==> src/rtl/dac_cmd_arbiter.sv <==
// +----------------------------------------------------------------------------+
// | Module      : dac_cmd_arbiter                                              |
// | Description : Round-robin arbiter sharing one SPI DAC serializer between   |
// |               NUM_REQ requesters; formats {CMD_WR, ch, code} words, drives |
// |               the start/busy/done handshake and enforces a settle gap.     |
// |               Optional power-up init frames: define DAC_INIT_SEQ_EN.       |
// | Revision    : 1.0 - initial release                                        |
// +----------------------------------------------------------------------------+
`default_nettype none
`timescale 1ns/1ps

module dac_cmd_arbiter #(
  parameter int unsigned NUM_REQ     = 4,
  parameter int unsigned CH_W        = 4,
  parameter int unsigned CODE_W      = 16,
  parameter logic [3:0]  CMD_WR      = 4'b0011,
  parameter int unsigned SETTLE_CYC  = 8,
  parameter int unsigned TIMEOUT_CYC = 1024
) (
  input  logic                       dac_clk,
  input  logic                       rst_n,
  input  logic [NUM_REQ-1:0]         req_valid,
  input  logic [NUM_REQ*CH_W-1:0]    req_ch,
  input  logic [NUM_REQ*CODE_W-1:0]  req_code,
  output logic [NUM_REQ-1:0]         req_ready,
  output logic [23:0]                spi_word_o,
  output logic                       spi_start_o,
  input  logic                       spi_busy_i,
  input  logic                       spi_done_i,
  output logic                       busy_o,
  output logic                       err_o
);

  localparam int unsigned c_ptr_w   = (NUM_REQ > 1) ? $clog2(NUM_REQ) : 1;
  localparam int unsigned c_sum_w   = c_ptr_w + 1;
  localparam int unsigned c_cnt_max = (TIMEOUT_CYC > SETTLE_CYC) ? TIMEOUT_CYC : SETTLE_CYC;
  localparam int unsigned c_cnt_w   = $clog2(c_cnt_max + 1);

  localparam logic [c_cnt_w-1:0] c_to_last     = c_cnt_w'(TIMEOUT_CYC - 1);
  localparam logic [c_cnt_w-1:0] c_settle_last = c_cnt_w'((SETTLE_CYC > 0) ? SETTLE_CYC - 1 : 0);
  localparam logic [c_sum_w-1:0] c_num_req     = c_sum_w'(NUM_REQ);
  localparam logic [c_ptr_w-1:0] c_last_req    = c_ptr_w'(NUM_REQ - 1);

  typedef enum logic [1:0] {
    S_IDLE      = 2'd0,
    S_LAUNCH    = 2'd1,
    S_WAIT_DONE = 2'd2,
    S_SETTLE    = 2'd3
  } state_t;

  state_t               r_state;
  state_t               w_next;
  logic [c_ptr_w-1:0]   r_ptr;
  logic [c_ptr_w-1:0]   w_ptr_nxt;
  logic [23:0]          r_word;
  logic [23:0]          w_word_d;
  logic                 w_load;
  logic [c_cnt_w-1:0]   r_cnt;
  logic                 w_cnt_clr;
  logic                 r_err;
  logic                 r_busy;
  logic                 w_busy_nxt;
  logic                 w_timeout;
  logic                 w_start;
  logic [NUM_REQ-1:0]   w_ready;

  logic                 w_any;
  logic [c_ptr_w-1:0]   w_win;
  logic [c_sum_w-1:0]   w_sum;
  logic [c_ptr_w-1:0]   w_cand;
  logic [CH_W-1:0]      w_ch;
  logic [CODE_W-1:0]    w_code;

  logic                 w_init_active;
  logic [23:0]          w_init_word;
  logic                 c_busy_rst;

  // First requester at or after the pointer, wrapping modulo NUM_REQ
  always_comb begin
    w_any  = 1'b0;
    w_win  = '0;
    w_sum  = '0;
    w_cand = '0;
    for (int k = 0; k < NUM_REQ; k++) begin
      w_sum = {1'b0, r_ptr} + c_sum_w'(k);
      if (w_sum >= c_num_req) begin
        w_sum = w_sum - c_num_req;
      end
      w_cand = w_sum[c_ptr_w-1:0];
      if (!w_any && req_valid[w_cand]) begin
        w_any = 1'b1;
        w_win = w_cand;
      end
    end
  end

  always_comb begin
    w_ch   = '0;
    w_code = '0;
    for (int i = 0; i < NUM_REQ; i++) begin
      if (w_win == c_ptr_w'(i)) begin
        w_ch   = req_ch[i*CH_W +: CH_W];
        w_code = req_code[i*CODE_W +: CODE_W];
      end
    end
  end

  always_comb begin
    w_next    = r_state;
    w_ptr_nxt = r_ptr;
    w_word_d  = r_word;
    w_load    = 1'b0;
    w_cnt_clr = 1'b0;
    w_timeout = 1'b0;
    w_start   = 1'b0;
    w_ready   = '0;
    case (r_state)
      S_IDLE: begin
        if (w_init_active) begin
          w_load   = 1'b1;
          w_word_d = w_init_word;
          w_next   = S_LAUNCH;
        end else if (w_any) begin
          w_ready[w_win] = 1'b1;
          w_load         = 1'b1;
          w_word_d       = {CMD_WR, w_ch, w_code};
          w_ptr_nxt      = (w_win == c_last_req) ? '0 : w_win + c_ptr_w'(1);
          w_next         = S_LAUNCH;
        end
      end
      S_LAUNCH: begin
        if (!spi_busy_i) begin
          w_start   = 1'b1;
          w_cnt_clr = 1'b1;
          w_next    = S_WAIT_DONE;
        end
      end
      S_WAIT_DONE: begin
        if (spi_done_i) begin
          w_cnt_clr = 1'b1;
          w_next    = (SETTLE_CYC == 0) ? S_IDLE : S_SETTLE;
        end else if (r_cnt == c_to_last) begin
          w_timeout = 1'b1;
          w_next    = S_IDLE;
        end
      end
      S_SETTLE: begin
        if (r_cnt == c_settle_last) begin
          w_next = S_IDLE;
        end
      end
      default: w_next = S_IDLE;
    endcase
  end

`ifdef DAC_INIT_SEQ_EN
  // Two fixed power-up frames (software reset, internal reference on)
  logic [1:0] r_init_left;
  logic [1:0] w_init_left_nxt;
  logic       w_frame_end;

  assign w_frame_end = ((r_state == S_SETTLE) && (r_cnt == c_settle_last)) ||
                       ((r_state == S_WAIT_DONE) && spi_done_i && (SETTLE_CYC == 0));

  always_comb begin
    w_init_left_nxt = r_init_left;
    if (w_timeout) begin
      w_init_left_nxt = 2'd0;
    end else if (w_frame_end && (r_init_left != 2'd0)) begin
      w_init_left_nxt = r_init_left - 2'd1;
    end
  end

  assign w_init_active = (r_init_left != 2'd0);
  assign w_init_word   = (r_init_left == 2'd2) ? 24'h700000 : 24'h800001;
  assign w_busy_nxt    = (w_next != S_IDLE) || (w_init_left_nxt != 2'd0);
  assign c_busy_rst    = 1'b1;

  always_ff @(posedge dac_clk) begin
    if (!rst_n) begin
      r_init_left <= 2'd2;
    end else begin
      r_init_left <= w_init_left_nxt;
    end
  end
`else
  assign w_init_active = 1'b0;
  assign w_init_word   = '0;
  assign w_busy_nxt    = (w_next != S_IDLE);
  assign c_busy_rst    = 1'b0;
`endif

  always_ff @(posedge dac_clk) begin
    if (!rst_n) begin
      r_state <= S_IDLE;
      r_ptr   <= '0;
      r_word  <= '0;
      r_cnt   <= '0;
      r_err   <= 1'b0;
      r_busy  <= c_busy_rst;
    end else begin
      r_state <= w_next;
      r_ptr   <= w_ptr_nxt;
      r_busy  <= w_busy_nxt;
      if (w_load) begin
        r_word <= w_word_d;
      end
      if (w_cnt_clr) begin
        r_cnt <= '0;
      end else begin
        r_cnt <= r_cnt + c_cnt_w'(1);
      end
      if (w_timeout) begin
        r_err <= 1'b1;
      end
    end
  end

  assign req_ready   = w_ready;
  assign spi_word_o  = r_word;
  assign spi_start_o = w_start;
  assign busy_o      = r_busy;
  assign err_o       = r_err;

endmodule

`default_nettype wire

==> config.mk <==
export PLATFORM = sky130hd
export DESIGN_NAME = dac_cmd_arbiter
export DESIGN_NICKNAME = d
export VERILOG_FILES = /design/src/rtl/dac_cmd_arbiter.sv
export SDC_FILE = /design/constraint.sdc
export NUM_CORES = 1
export LEC_CHECK = 0
export ABC_AREA = 1
export CORE_MARGIN = 10
export CORE_UTILIZATION = 42
export DETAILED_ROUTE_END_ITERATION = 6
export PLACE_DENSITY = 0.93
export SYNTH_ARGS = -nofsm -noshare
export SYNTH_HDL_FRONTEND = slang
export SYNTH_SLANG_ARGS = --single-unit
==> constraint.sdc <==
create_clock -name dac_clk -period 3.5 [get_ports dac_clk]
set_input_delay 0.7 -clock dac_clk [delete_from_list [all_inputs] [get_ports dac_clk]]
set_output_delay 0.7 -clock dac_clk [all_outputs]
set_load 0.05 [all_outputs]
==> results of run 1 <==
## logic make-up (layout without fill, tap and decap cells)
logic type,Yosys count,in the layout
AO/OA/AOI/OAI,79,79
AND/OR/NAND/NOR,241,241
buffers and inverters,52,160
flip-flops,38,38
adder cells (fa/ha/maj),9,9
XOR/XNOR,1,1
other,1,2
## cell usage in the layout (no fill, tap or decap), drive strengths merged, types with 4 or more instances in the layout
master / Yosys / layout
nand2: 163 / 163
clkdlybuf4s50: 0 / 112
o21ai: 47 / 47
dfxtp: 38 / 38
nor2: 35 / 35
inv: 29 / 29
a21oi: 28 / 28
nand3: 28 / 28
buf: 10 / 11
ha: 9 / 9
nand4: 7 / 7
clkbuf: 12 / 5
nor3: 4 / 4
## power groups by stage
stage	clock network, mW	registers, mW	logic [mW]
after floorplan	0	0.851	1.73
after global placement	0	0.628	2.65
after detailed placement	0	0.632	2.72
after CTS	0.373	0.624	2.74
after global routing	0.390	0.638	3.07
final	0.369	0.624	2.78
## registers in the layout, summed over array words and instances, names as in the netlist
name and cells:
busy_o 1, spi_word_o 21, err_o 1, r_ptr 2, r_state 2, r_cnt 11
## per-layer routing
layer	track usage, %	vias to the layer above
met1	15.9	1327
met4	5.07	0
met2	29.4	105
met3	5.47	12
met5	0	-
li1	-	1567
## worst register-to-register path: cells and delay by family (launching register included)
kind | cells | cell delay (ps)
buf+inv | 4 | 440
fa+ha+maj | 1 | 240
simple gates | 10 | 990
compound gates | 3 | 460
flops | 1 | 580
## path summary, 6_finish.rpt
check,end,startpoint,depth (start not counted)
setup reg to reg,spi_word_o[11],r_ptr[0],18
hold reg to reg,r_cnt[0],r_cnt[0],1
setup / recovery,req_ready[1],req_valid[3],14
hold / removal,r_cnt[0],r_cnt[0],1
## through the flow
step                      cells  utilization, %
final                       605            65.9
after global routing        605            65.9
after CTS                   605            65.4
after detailed placement    597            63.6
after global placement      597            63.6
after floorplan             422               -
## final cells by class
| cell class | count | share of cell area (%) |
|---|---|---|
| Clock buffer | 5 | 1.73 |
| Clock inverter | 3 | 1.01 |
| Inverter | 29 | 2.87 |
| Multi-Input combinational cell | 332 | 41.0 |
| Sequential cell | 38 | 19.2 |
| Tap cell | 75 | 2.36 |
| Timing Repair Buffer | 123 | 31.9 |
==> flow_summary.toml, run 1 <==
[sta]
worst_pin_slew_ps = 564
maxSlewHeadroom_pct = 62.3
maxSlewViolCount = 0
tns_ps = 0
fmax_mhz = 299
min_period_over_period_pct = 95.6
hold_slack_ps = 461
grt_setup_unrepaired = "false"
finalCriticalPeriod_ps = 3350
setup_ws_ps = 153
finalHoldViolations = 0
fin_skew_ps = 8.27
setup_viol = 0

[synth]
ys_types = 31
synth_edf_count = 0
synth.top_cell.area_share_pct = 28.8
synth.largest_area_cell = "dfxtp_1"
syn-cell-area_mm2 = 0.00264
yosys.area_share.xor_xnor_pct = 0.332
synth_top_family_by_area = "simple AND/OR/NAND/NOR gates"
ys.flop_type = "dfxtp_1"
synthCells = 421
synth_mux_area_share_pct = 0
synth_compound_area_share_pct = 15.3
synth_seq_cells = 38
async_flop_share_pct = 0
ys.warnings.count = 0
yosysSeqAreaShare_pct = 28.8
yosys.area_share.simple_pct = 40.4
synth_area_per_cell_um2 = 6.27
ys_top_cells_by_count = "nand2_1 (147), o21ai_0 (47), dfxtp_1 (38), nor2_1 (33), a21oi_1 (28)"
synth_area_leaders = "dfxtp_1 (29%), nand2_1 (21%), o21ai_0 (8.9%)"
synthAdderAreaFrac_pct = 4.27
synth_most_common_cell = "nand2_1"

[power_and_ir_drop]
powerDensity_mw_per_mm2 = 950
switching_power_mw = 2.01
power.share.clock_pct = 9.8
finalPower_mw = 3.77
p_leak_nw = 1.75
seq_power_share_pct = 16.5
p_int_mw = 1.76
p_sw_share_pct = 53.3
ir_drop_mv = 0.913
combPwrFrac_pct = 73.7

[drt]
routed_wl_mm = 8.49
drt.antenna.violating_nets = 0
routedWlPerCell_um = 14.0
wl_met2_mm = 4.29
top_layer_used = "met4"
drt_iter0_markers = 129
met3WireLength_um = 667
drcViolationCount = 0
drt-met1-wl_mm = 3.39
vias_per_cell = 4.98
via_count = 3011
drt-pass1-iter-count = 5

[clocking]
cts_buffers = 5
cts_root_buf = "clkbuf_8"
cts.clk_slew.worst_paths_ps = 70
clkLatencyLatePin_ps = 300
cts_tree = "built"
cts.path.max_buffers = 2
htreeDepth = 2
cts_setup_buffers = 0
cts_resized = 0
cts_hold_buf = 0
cts.sinks = 38

[die]
core.rowCount = 28
die_h_um = 99.3
die_x_um = 99.3
die_area_mm2 = 0.00985
coreArea_mm2 = 0.00603
io_pins = 119
start_util_pct = 43.8

[global_routing]
grt_first_pass_wirelength_mm = 13.1
grt_antenna_before_repair = 0
grtUsageTotal_pct = 15.7
grt_overflow = 0
grt_pass1_vias = 2926
grt_start_max_net_pins = 35

[hold_path]
min_path_type = "reg -> reg"

[placed_design]
routabilityCongestion = 0.871
place_worst_setup_slack_ps = 93.3
dpl_cell_area_mm2 = 0.00383
portBuffers = 116
hpwl_mm = 7.00

[worst_setup_path]
cp_data_required_time_ps = 2800
cp_max_fo = 4
critPathSlowestCell = "clkdlybuf4s50_1"
critPathKind = "in -> out"
crit_top_cell = "inv_1"
slowest_delay_ps = 490
cp_cell_sequence = "clkdlybuf4s50_1 -> inv_1 -> nand2_1 -> nand3_2 -> nand2_2 -> inv_1 -> a21oi_1 -> nand2_1 -> nand2_1 -> inv_1 -> ha_1 -> inv_1 -> nor2_4 -> buf_12"
reg2reg_slack_ps = 720
cp_num_buf_inv = 6
critPathArrivalTime_ps = 2650
cp_top_family = "buffers and inverters"
worstSetupStartpointType = "input port"
worstSetupEndpointType = "output port"

[layout]
fin_nets = 626
seqCellArea_um2 = 761
drive_gt1_share_pct = 9.43
multi_input_area_mm2 = 0.00163
insertedDiodeCount = 0
syn_to_final_growth_pct = 50.5
nFillCells = 531
final_area_mm2 = 0.00397

[job]
maxCapViolations = 0

[status]
status = "finished, final reports clean"
No activity file was read; power rests on OpenSTA's default activity.
==> run 2: changes to the inputs <==
--- a/config.mk
+++ b/config.mk
@@ -5,11 +5,11 @@
 export SDC_FILE = /design/constraint.sdc
 export NUM_CORES = 1
 export LEC_CHECK = 0
-export ABC_AREA = 1
 export CORE_MARGIN = 10
-export CORE_UTILIZATION = 42
+export CORE_UTILIZATION = 40
 export DETAILED_ROUTE_END_ITERATION = 6
 export PLACE_DENSITY = 0.93
+export SLEW_MARGIN = 20
 export SYNTH_ARGS = -nofsm -noshare
 export SYNTH_HDL_FRONTEND = slang
 export SYNTH_SLANG_ARGS = --single-unit
==> run 2 against run 1 <==
Hold slack improved by 2.6 ps. Sequential share of layout area increased by 1.7 points. Critical endpoint is now req_ready[0]. Power decreased by 53%. Worst setup slack improved by 110 ps. Sequential power decreased by 16%. Wire length decreased by 2.6%. Critical path depth decreased by 6. Global-route usage increased by 2.2 points. Register-to-register slack improved by 390 ps. Highest routed layer unchanged. Flip-flop and latch count unchanged. Non-clock buffer count increased by 1. Combinational power decreased by 68%.
==> flow_summary.toml, run 2 <==
[placed_design]
portBuffers = 116
hpwl_mm = 6.62
dpl_cell_area_mm2 = 0.00352
routabilityCongestion = 0.930

[drt]
routed_wl_mm = 8.27
routedWlPerCell_um = 17.9
wl_met2_mm = 4.22
vias_per_cell = 5.56
met3WireLength_um = 675
drt.antenna.violating_nets = 0
via_count = 2568
drcViolationCount = 0
drt_iter0_markers = 132
drt-pass1-iter-count = 4
top_layer_used = "met4"
drt-met1-wl_mm = 3.16

[clocking]
cts_resized = 0
cts.sinks = 38
cts.clk_slew.worst_paths_ps = 70
clkLatencyLatePin_ps = 290
cts_buffers = 5
cts_root_buf = "clkbuf_8"
cts_tree = "built"
cts.path.max_buffers = 2
cts_hold_buf = 0
cts_setup_buffers = 0
htreeDepth = 2

[synth]
synth.largest_area_cell = "dfxtp_1"
synth_seq_cells = 38
ys_top_cells_by_count = "dfxtp_1 (38), nand2_1 (24), inv_1 (22), o21ai_0 (21)"
ys.warnings.count = 0
ys_types = 45
yosys.area_share.simple_pct = 16.1
synth_edf_count = 0
synthAdderAreaFrac_pct = 4.99
synth_area_leaders = "dfxtp_1 (34%), a31oi_1 (5.5%), ha_1 (5.0%)"
synth_most_common_cell = "dfxtp_1"
syn-cell-area_mm2 = 0.00226
async_flop_share_pct = 0
synthCells = 280
yosysSeqAreaShare_pct = 33.7
synth.top_cell.area_share_pct = 33.7
synth_top_family_by_area = "compound AO/OA/AOI/OAI gates"
ys.flop_type = "dfxtp_1"
synth_compound_area_share_pct = 33.0
synth_area_per_cell_um2 = 8.06
yosys.area_share.xor_xnor_pct = 3.49
synth_mux_area_share_pct = 0.443

[layout]
syn_to_final_growth_pct = 61.3
final_common_cell = "clkdlybuf4s50_1"
nFillCells = 443
drive_gt1_share_pct = 6.92
final_cell_mix = "clkdlybuf4s50_1 (112), dfxtp_1 (38), nand2_1 (24)"
final_area_mm2 = 0.00364
largest_reg_flops = 21
insertedDiodeCount = 0
fin_util_pct = 66.1
fin_nets = 487

[sta]
tns_ps = 0
worst_pin_slew_ps = 546
grt_setup_unrepaired = "false"
finalHoldViolations = 0
maxSlewViolCount = 0
maxSlewHeadroom_pct = 63.3
min_period_over_period_pct = 92.4
hold_slack_ps = 464
fmax_mhz = 309
setup_viol = 0
fin_skew_ps = 9.77
finalCriticalPeriod_ps = 3230

[power_and_ir_drop]
ir_drop_mv = 0.218
p_leak_nw = 1.41
finalPower_mw = 1.78
powerDensity_mw_per_mm2 = 490

[die]
start_util_pct = 41.0
die_h_um = 95.1
core.rowCount = 27
die_x_um = 95.1
coreArea_mm2 = 0.00551
io_pins = 119
die_area_mm2 = 0.00905

[worst_setup_path]
worstSetupStartpointType = "input port"
cp_data_required_time_ps = 2800
critPathKind = "in -> out"
cp_max_fo = 5
critPathArrivalTime_ps = 2530
worstSetupEndpointType = "output port"

[global_routing]
grt_overflow = 0
grt_antenna_before_repair = 0
grt_first_pass_wirelength_mm = 12.8
grt_pass1_vias = 2568
grt_start_max_net_pins = 32
grtUsageTotal_pct = 17.9

[job]
maxCapViolations = 0

[status]
status = "finished, final reports clean"

[hold_path]
min_path_type = "reg -> reg"
## run 2: cell types whose count changed after synthesis, sizes merged, moves of 7 or more
cell    delta
a221oi     +9
nand3     -24
a31oi     +19
nand4      -7
nor2      -15
o21ai     -26
a21oi     -20
o211ai    +10
inv        -7
a211o     +11
a221o     +10
nand2    -138
## run 2: final cells by class
| class | instances | area, um^2 | share of cell area, % |
|---|---|---|---|
| repair buffers | 124 | 1260 | 34.7 |
| clock inverters | 1 | 30.0 | 0.825 |
| inverters | 23 | 86.3 | 2.37 |
| flip-flops and latches | 38 | 761 | 20.9 |
| multi-input cells | 198 | 1330 | 36.5 |
| clock buffers | 6 | 82.6 | 2.27 |
| well taps | 72 | 90.1 | 2.48 |
## run 2: logic make-up after synthesis
family | count (synthesis)
AOI/OAI and AO/OA | 104
and+or+nand+nor | 73
buffers and inverters | 45
DFF | 38
adders and majority gates | 9
xor gates and xnor gates | 9
other | 1
muxes | 1
## run 2: per-layer routing
| layer | GRT usage [%] | vias to the layer above |
|---|---|---|
| met3 | 5.58 | 17 |
| li1 | - | 1237 |
| met1 | 19.4 | 1211 |
| met4 | 7.36 | 0 |
| met2 | 31.6 | 103 |
| met5 | 0 | - |
## run 2: metrics by stage
stage	worst slack, ps	instances
3_3_place_gp	213	455
2_1_floorplan	553	281
3_5_place_dp	70.3	455
6_report	267	462
4_1_cts	89.7	462
5_1_grt	151	462
## run 2: power breakdown
part / internal [mW] / switching, mW
Clock: 0.228 / 0.154
Combinational: 0.376 / 0.501
Sequential: 0.492 / 0.0339
## run 2: critical path, stage by stage
cell             delay [ps]
clkdlybuf4s50_1         560
nand2b_1                130
a21oi_1                  80
a211oi_2                360
inv_1                   120
ha_1                    240
and2_1                  180
buf_12                  150
## run 2: worst paths after layout
| path | to | cells after the start | startpoint | slack (ps) |
|---|---|---|---|---|
| setup / recovery | req_ready[0] | 8 | req_valid[1] | 270 |
| hold / removal | r_cnt[0] | 1 | r_cnt[0] | 460 |
| setup reg to reg | spi_word_o[12] | 10 | r_ptr[0] | 1110 |
| hold reg to reg | r_cnt[0] | 1 | r_cnt[0] | 460 |
==> run 3: changes to the inputs <==
--- a/config.mk
+++ b/config.mk
@@ -8,6 +8,7 @@
 export CORE_MARGIN = 10
 export CORE_UTILIZATION = 40
 export DETAILED_ROUTE_END_ITERATION = 6
+export GPL_TIMING_DRIVEN = 0
 export PLACE_DENSITY = 0.93
 export SLEW_MARGIN = 20
 export SYNTH_ARGS = -nofsm -noshare
==> run 3 against run 2 <==
Count of clock-buffer cells in the layout grew 1. Maximum frequency shrank 5.6%. Clock skew shrank 3.7 ps. Register-to-register slack lost 270 ps. Via count grew 3.2%. Wire length grew 4.7%. Hold slack lost 10 ps. Die area is the same. Largest cell class unchanged.
==> flow_summary.toml, run 3 (synthesis results as in run 2) <==
[drt]
via_count = 2650
routed_wl_mm = 8.66
wl_met2_mm = 4.40
drt-met1-wl_mm = 3.33
met3WireLength_um = 716
drt.antenna.violating_nets = 0
routedWlPerCell_um = 18.0
drt-pass1-iter-count = 4
drt_iter0_markers = 159
drcViolationCount = 0
vias_per_cell = 5.52
top_layer_used = "met4"

[worst_setup_path]
cp_num_buf_inv = 5
worstSetupStartpointType = "input port"
critPathArrivalTime_ps = 2730
critPathSlowestCell = "clkdlybuf4s50_1"
critPathKind = "in -> out"
r2r-end = "spi_word_o[13]"
worstSetupEndpointType = "output port"
r2r_cells = 11
cp-endpoint = "req_ready[2]"
critPathLaunch = "req_valid[1]"
reg2reg_slack_ps = 840
cp_cell_sequence = "clkdlybuf4s50_1 -> nand2b_1 -> a21oi_1 -> a211oi_2 -> buf_4 -> inv_1 -> ha_1 -> buf_4 -> and2_1 -> buf_4"
cp_top_family = "buffers and inverters"
cp_data_required_time_ps = 2800
crit_top_cell = "buf_4"
r2r_start = "r_ptr[0]"
slowest_delay_ps = 560
cp.depth = 10
cp_max_fo = 10

[power_and_ir_drop]
power.share.clock_pct = 18.3
p_sw_share_pct = 41.1
p_leak_nw = 1.41
p_int_mw = 1.02
ir_drop_mv = 0.312
powerDensity_mw_per_mm2 = 478
combPwrFrac_pct = 51.6
finalPower_mw = 1.74
seq_power_share_pct = 30.2
switching_power_mw = 0.715

[layout]
final_area_mm2 = 0.00364
insertedDiodeCount = 0
fin_nets = 504
syn_to_final_growth_pct = 61.3
largest_reg_flops = 21
stdcell_count = 480
fin_util_pct = 66.1
final_cell_mix = "clkdlybuf4s50_1 (112), dfxtp_1 (38), nand2_1 (24)"
drive_gt1_share_pct = 7.84
final_common_cell = "clkdlybuf4s50_1"

[global_routing]
grt_pass1_vias = 2648
grtUsageTotal_pct = 18.7
grt_start_max_net_pins = 12
grt_antenna_before_repair = 0
grt_first_pass_wirelength_mm = 13.3
grt_overflow = 0

[die]
io_pins = 119
start_util_pct = 41.0
core.rowCount = 27
die_x_um = 95.1
die_area_mm2 = 0.00905
die_h_um = 95.1
coreArea_mm2 = 0.00551

[sta]
fin_skew_ps = 6.11
finalHoldViolations = 0
min_period_over_period_pct = 97.9
setup_ws_ps = 74.1
fmax_mhz = 292
hold_slack_ps = 454
setup_viol = 0
maxSlewHeadroom_pct = 59.6
worst_pin_slew_ps = 607
finalCriticalPeriod_ps = 3430
tns_ps = 0
maxSlewViolCount = 0

[placed_design]
place_worst_setup_slack_ps = -901
routabilityCongestion = 0.876
hpwl_mm = 6.86
portBuffers = 116
dpl.cell_count = 469
dpl_cell_area_mm2 = 0.00351

[clocking]
cts_tree = "built"
cts_hold_buf = 0
cts.path.max_buffers = 2
clkLatencyLatePin_ps = 290
cts.sinks = 38
cts.clk_slew.worst_paths_ps = 80
cts_buffers = 5
htreeDepth = 2
cts_root_buf = "clkbuf_8"

[status]
status = "finished, final reports clean"

[hold_path]
min_path_type = "reg -> reg"

[job]
maxCapViolations = 0
run 3: worst min-delay path by stage:
stage                to     start  depth (start not counted)  slack [ps]
2_1_floorplan  r_cnt[0]  r_cnt[0]                          1         420
3_3_place_gp   r_cnt[0]  r_cnt[0]                          1         430
3_5_place_dp   r_cnt[0]  r_cnt[0]                          1         440
4_1_cts        r_cnt[0]  r_cnt[0]                          1         450
5_1_grt        r_cnt[0]  r_cnt[0]                          1         470
6_report       r_cnt[0]  r_cnt[0]                          1         450
run 3: layout make-up:
| class | count | area, um^2 |
|---|---|---|
| fill | 465 | 1870 |
| buffer | 22 | 104 |
| tap | 72 | 90.1 |
| clock inverter | 1 | 5.00 |
| sequential | 38 | 761 |
| multi-input combinational | 198 | 1340 |
| timing repair buffer | 119 | 1170 |
| inverter | 23 | 86.3 |
| clock buffer | 7 | 86.3 |
run 3: power by group through the flow:
stage               logic (mW)  registers (mW)  clock network [mW]
finish                   0.897           0.525               0.318
CTS                      0.881           0.524               0.328
floorplan                0.374           0.701                   0
global route             0.958           0.532               0.340
global placement         0.855           0.531                   0
detailed placement       0.874           0.533                   0
run 3: layer usage:
layer / vias up / GRT usage, %
met5: - / 0
met4: 0 / 7.73
met3: 16 / 5.73
met2: 110 / 32.8
met1: 1247 / 20.3
li1: 1277 / -
run 3: repair_timing:
item | CTS | global route
endpoints found under the hold margin | 0 | 0
pin swaps | 1 | 2
setup endpoints to repair | 4 | 4
setup buffers | 1 | 2
gates resized for setup | 17 | 15
